==> config.mk <==
export PLATFORM = sky130hd
export DESIGN_NAME = aes_round_ctrl
export DESIGN_NICKNAME = d
export VERILOG_FILES = /design/src/rtl/aes_round_ctrl.sv
export SDC_FILE = /design/constraint.sdc
export NUM_CORES = 1
export LEC_CHECK = 0
export BUFFER_PORTS_ARGS = -buffer_cell sky130_fd_sc_hd__buf_2
export CAP_MARGIN = 30
export CORE_AREA = 2 2 254 256
export DETAILED_ROUTE_END_ITERATION = 16
export DIE_AREA = 0 0 256 258
export SYNTH_ARGS = -nofsm -noshare
export SYNTH_HDL_FRONTEND = slang
export SYNTH_SLANG_ARGS = --single-unit
==> constraint.sdc <==
create_clock -name clk -period 13.7 [get_ports clk]
set_clock_uncertainty 0.15 [all_clocks]
set_input_delay 2.055 -clock clk [delete_from_list [all_inputs] [get_ports clk]]
set_output_delay 2.055 -clock clk [all_outputs]
set_load 0.005 [all_outputs]
==> src/rtl/aes_round_ctrl.sv <==
// Iterative AES encryption sequencer: owns the 128-bit state, sequences the
// initial AddRoundKey and NR rounds through an external round-function datapath.
module aes_round_ctrl #(
  parameter int unsigned NR = 10
) (
  input  logic         clk,
  input  logic         rst,
  input  logic         in_valid,
  output logic         in_ready,
  input  logic [127:0] in_block,
  output logic         out_valid,
  input  logic         out_ready,
  output logic [127:0] out_block,
  output logic         key_req,
  output logic [3:0]   key_idx,
  input  logic         key_valid,
  input  logic [127:0] round_key,
  output logic [127:0] rf_state,
  output logic         rf_last,
  input  logic [127:0] rf_result,
  output logic         busy
);

  localparam logic [3:0] LAST = 4'(NR);

  typedef enum logic [1:0] {IDLE, ARK0, ROUND, DONE} fsm_t;

  fsm_t         fsm, fsm_nxt;
  logic [127:0] st, st_nxt;
  logic [3:0]   round, round_nxt;

  always_ff @(posedge clk or posedge rst) begin
    if (rst) begin
      fsm   <= IDLE;
      st    <= '0;
      round <= '0;
    end else begin
      fsm   <= fsm_nxt;
      st    <= st_nxt;
      round <= round_nxt;
    end
  end

  always_comb begin
    fsm_nxt   = fsm;
    st_nxt    = st;
    round_nxt = round;
    in_ready  = 1'b0;
    out_valid = 1'b0;
    key_req   = 1'b0;
    key_idx   = '0;
    rf_last   = 1'b0;
    case (fsm)
      IDLE: begin
        // gated by rst so the block never looks ready while held in reset
        in_ready = !rst;
        if (in_valid && in_ready) begin
          st_nxt    = in_block;
          round_nxt = '0;
          fsm_nxt   = ARK0;
        end
      end
      ARK0: begin
        key_req = 1'b1;
        if (key_valid) begin
          st_nxt    = st ^ round_key;
          round_nxt = 4'd1;
          fsm_nxt   = ROUND;
        end
      end
      ROUND: begin
        key_req = 1'b1;
        key_idx = round;
        rf_last = (round == LAST);
        if (key_valid) begin
          st_nxt = rf_result ^ round_key;
          if (round == LAST) fsm_nxt = DONE;
          else               round_nxt = round + 4'd1;
        end
      end
      DONE: begin
        out_valid = 1'b1;
        if (out_ready) fsm_nxt = IDLE;
      end
      default: fsm_nxt = IDLE;
    endcase
  end

  assign rf_state  = st;
  assign out_block = st;
  assign busy      = (fsm != IDLE);

endmodule

==> impl_metrics.yaml <==
floorplanning:
  die_y_um: 258
  dieArea_um2: 66050
  die_x_um: 256
  core_area_um2: 63650
  boundaryPins: 654
  rows: 93
  start_util_pct: 15.31
pwr:
  p_sw_mw: 1.578
  power_leakage_nw: 6.471
  clockPowerShare_pct: 14.2
  peakVddDrop_v: 0.0001912
  p_total_mw: 3.611
  internal-power_mw: 2.033
  combinationalPowerShare_pct: 62.5
  swShare_pct: 43.69
  power_density_nw_per_um2: 265.1
  p_seq_share_pct: 23.3
sta:
  drv_slew: 0
  maxClockFrequency_ghz: 0.2163
  rsz0062_at_grt: "no"
  slew_headroom_pct: 37.47
  fin_crit_ps: 4623
  finalHoldViolations: 0
  fin_crit_sh_pct: 33.75
  tightestPinTransition_ps: 937.9
  tns_ps: 0
  setup-violations-final: 0
logic_synthesis:
  yosys.cell_types.count: 26
  syn_area_um2: 9742
  ys.flop_type: "dfrtp_1"
  synth_top_area_share_pct: 34.42
  syn_area_per_cell_um2: 9.684
  yosys.area.top_type: "dfrtp_1"
  synth-seq-cells: 134
  ys_top_cells_by_area: "dfrtp_1, mux2i_1, xnor2_1"
  synth_edf_count: 0
  async_flop_share_pct: 100.0
  yosysSeqAreaShare_pct: 34.42
  syn_nets: 1404
  ys_warn_count: 0
  syn-instance-count: 1006
worst_setup_path:
  path_cells: "buf_2 > nor2_1 > buf_2"
  cp.arrival_ps: 2420
  r2r-start: "fsm[0]"
  crit_path_frequent_cell: "buf_2"
  cp_slowest_cell: "buf_2"
  worstPathMaxFanout: 3
  worstRegToRegCells: 7
  crit_buf_inv: 2
  critPathKind: "input port to output pin"
  crit_required_ps: 11490
  critical_path.max_stage_delay_ps: 130
  reg2reg_to: "out_block[54]"
  startpoint_type: "input port"
  crit_family: "buffers and inverters"
  r2r_slack_ps: 10440
  critPathCaptureType: "output pin"
cts:
  clk_pin_slew_ps: 50
  cts_made_buffers: 17
  cts_tree: "done"
  htreeDepth: 4
  cts_sinks: 134
  clock_path_buffers: 2
  post_cts_buffers: 0
  clkLatencyLatePin_ps: 470
  postCtsHoldBufs: 0
  cts.repair.resized: 0
  ctsRootBufferMaster: "clkbuf_16"
layout:
  stdcell_area_um2: 13620
  drive_gt1_share_pct: 46.20
  antenna_cells: 0
  synthToLayoutAreaGrowth_pct: 39.82
  final_nets: 1900
  final_cell_mix: "buf_2, mux2i_1, dfrtp_1, nor2_1, a21oi_1"
  layout_commonest_cell: "buf_2"
placed_design:
  dp_hpwl_mm: 25.01
  placed_cell_area_um2: 12950
  gp_congestion: 0.8053
  io_buffers: 653
global_route:
  grt.total_usage_pct: 9.253
  grt_pass1_vias: 8116
  antenna_found_initial: 0
  grt_pass1_wl_mm: 47.00
  overflow: 0
  grt_start_max_net_pins: 108
min_path:
  whs_endpoint: "out_block[38]"
  hp-start: "out_block[38]"
  whs_path_depth: 2
  min_path_type: "register to register"
detailed_routing:
  ant_nets: 0
  drt_iter0_drc: 268
  vias: 8648
  routed_wl_mm: 31.60
  wl_per_cell_um: 13.33
  drt-vias-per-instance: 3.649
  drcViolationCount: 0
  drt_pass1_iterations: 4
outcome:
  outcome: "complete, no violations"
run:
  drv_cap: 0
[worst max path at each step]
stage / cells after the start / end / from / slack [ps]
after CTS: 3 / in_ready / rst / 9070
after global placement: 3 / in_ready / rst / 9080
after detailed placement: 3 / in_ready / rst / 9070
after floorplan: 1 / fsm[0] / rst / 7910
final: 3 / in_ready / rst / 9080
after global routing: 4 / rf_last / fsm[0] / 9040
[Yosys cell counts (3+ instances only)]
cell type and instances:
mux2i_1 258, dfrtp_1 134, buf_4 130, nor2_1 130
a21oi_1 129, xnor2_1 128, buf_2 39, clkbuf_1 16
ha_1 9, inv_1 5, and2_1 4, nand2_1 3
nand2b_1 3, o21ai_0 3
[through the flow]
stage	instances	hold slack (ps)	utilization, %	worst slack [ps]
finish	2370	432.8	21.40	9077
floorplan	1006	369.6	-	7912
detailed placement	2337	421.4	20.35	9068
CTS	2369	435.5	21.36	9069
global placement	2337	407.7	20.35	9082
global route	2370	461.4	21.40	9042
[logic make-up (layout without fill, tap and decap cells)]
group	Yosys count	in the layout	synth area share, %
multiplexers	260	260	26.74
AO/OA/AOI/OAI	136	136	7.192
adder cells (fa/ha/maj)	9	9	1.156
AND/OR/NAND/NOR	148	148	6.114
flip-flops	134	134	34.42
buffers and inverters	191	700	12.87
XOR/XNOR	128	128	11.51
[tightest hold or removal path: stages, from the launching register on]
cell,delay [ps]
dfrtp_1,370
nor2_1,60
a21oi_1,100
[power by group through the flow]
stage	logic [mW]	clock network, mW	registers [mW]
after floorplan	1.82	0	0.806
after global placement	2.25	0	0.851
after detailed placement	2.28	0	0.848
after CTS	2.28	0.544	0.847
after global routing	2.50	0.555	0.875
final	2.26	0.514	0.842
[layout make-up]
class | count | area, um2
Clock buffer | 21 | 470.5
Clock inverter | 11 | 172.7
Fill cell | 6990 | 50030
Inverter | 5 | 23.77
Multi-Input combinational cell | 681 | 5167
Sequential cell | 134 | 3353
Tap cell | 855 | 1070
Timing Repair Buffer | 663 | 3363
[flip-flops by register name, indices dropped and copies added (netlist names)]
name,count
out_block,128
round,4
fsm,2
[routing by layer]
layer  part of all wire [%]  up-vias  GRT usage (%)
met1                     41     3923          10.54
met5                      0        -              0
met4                    4.5        0          5.637
li1                       -     4282              -
met3                    7.0       44          2.974
met2                     48      399          15.13
No activity file was read; power rests on OpenSTA's default activity.
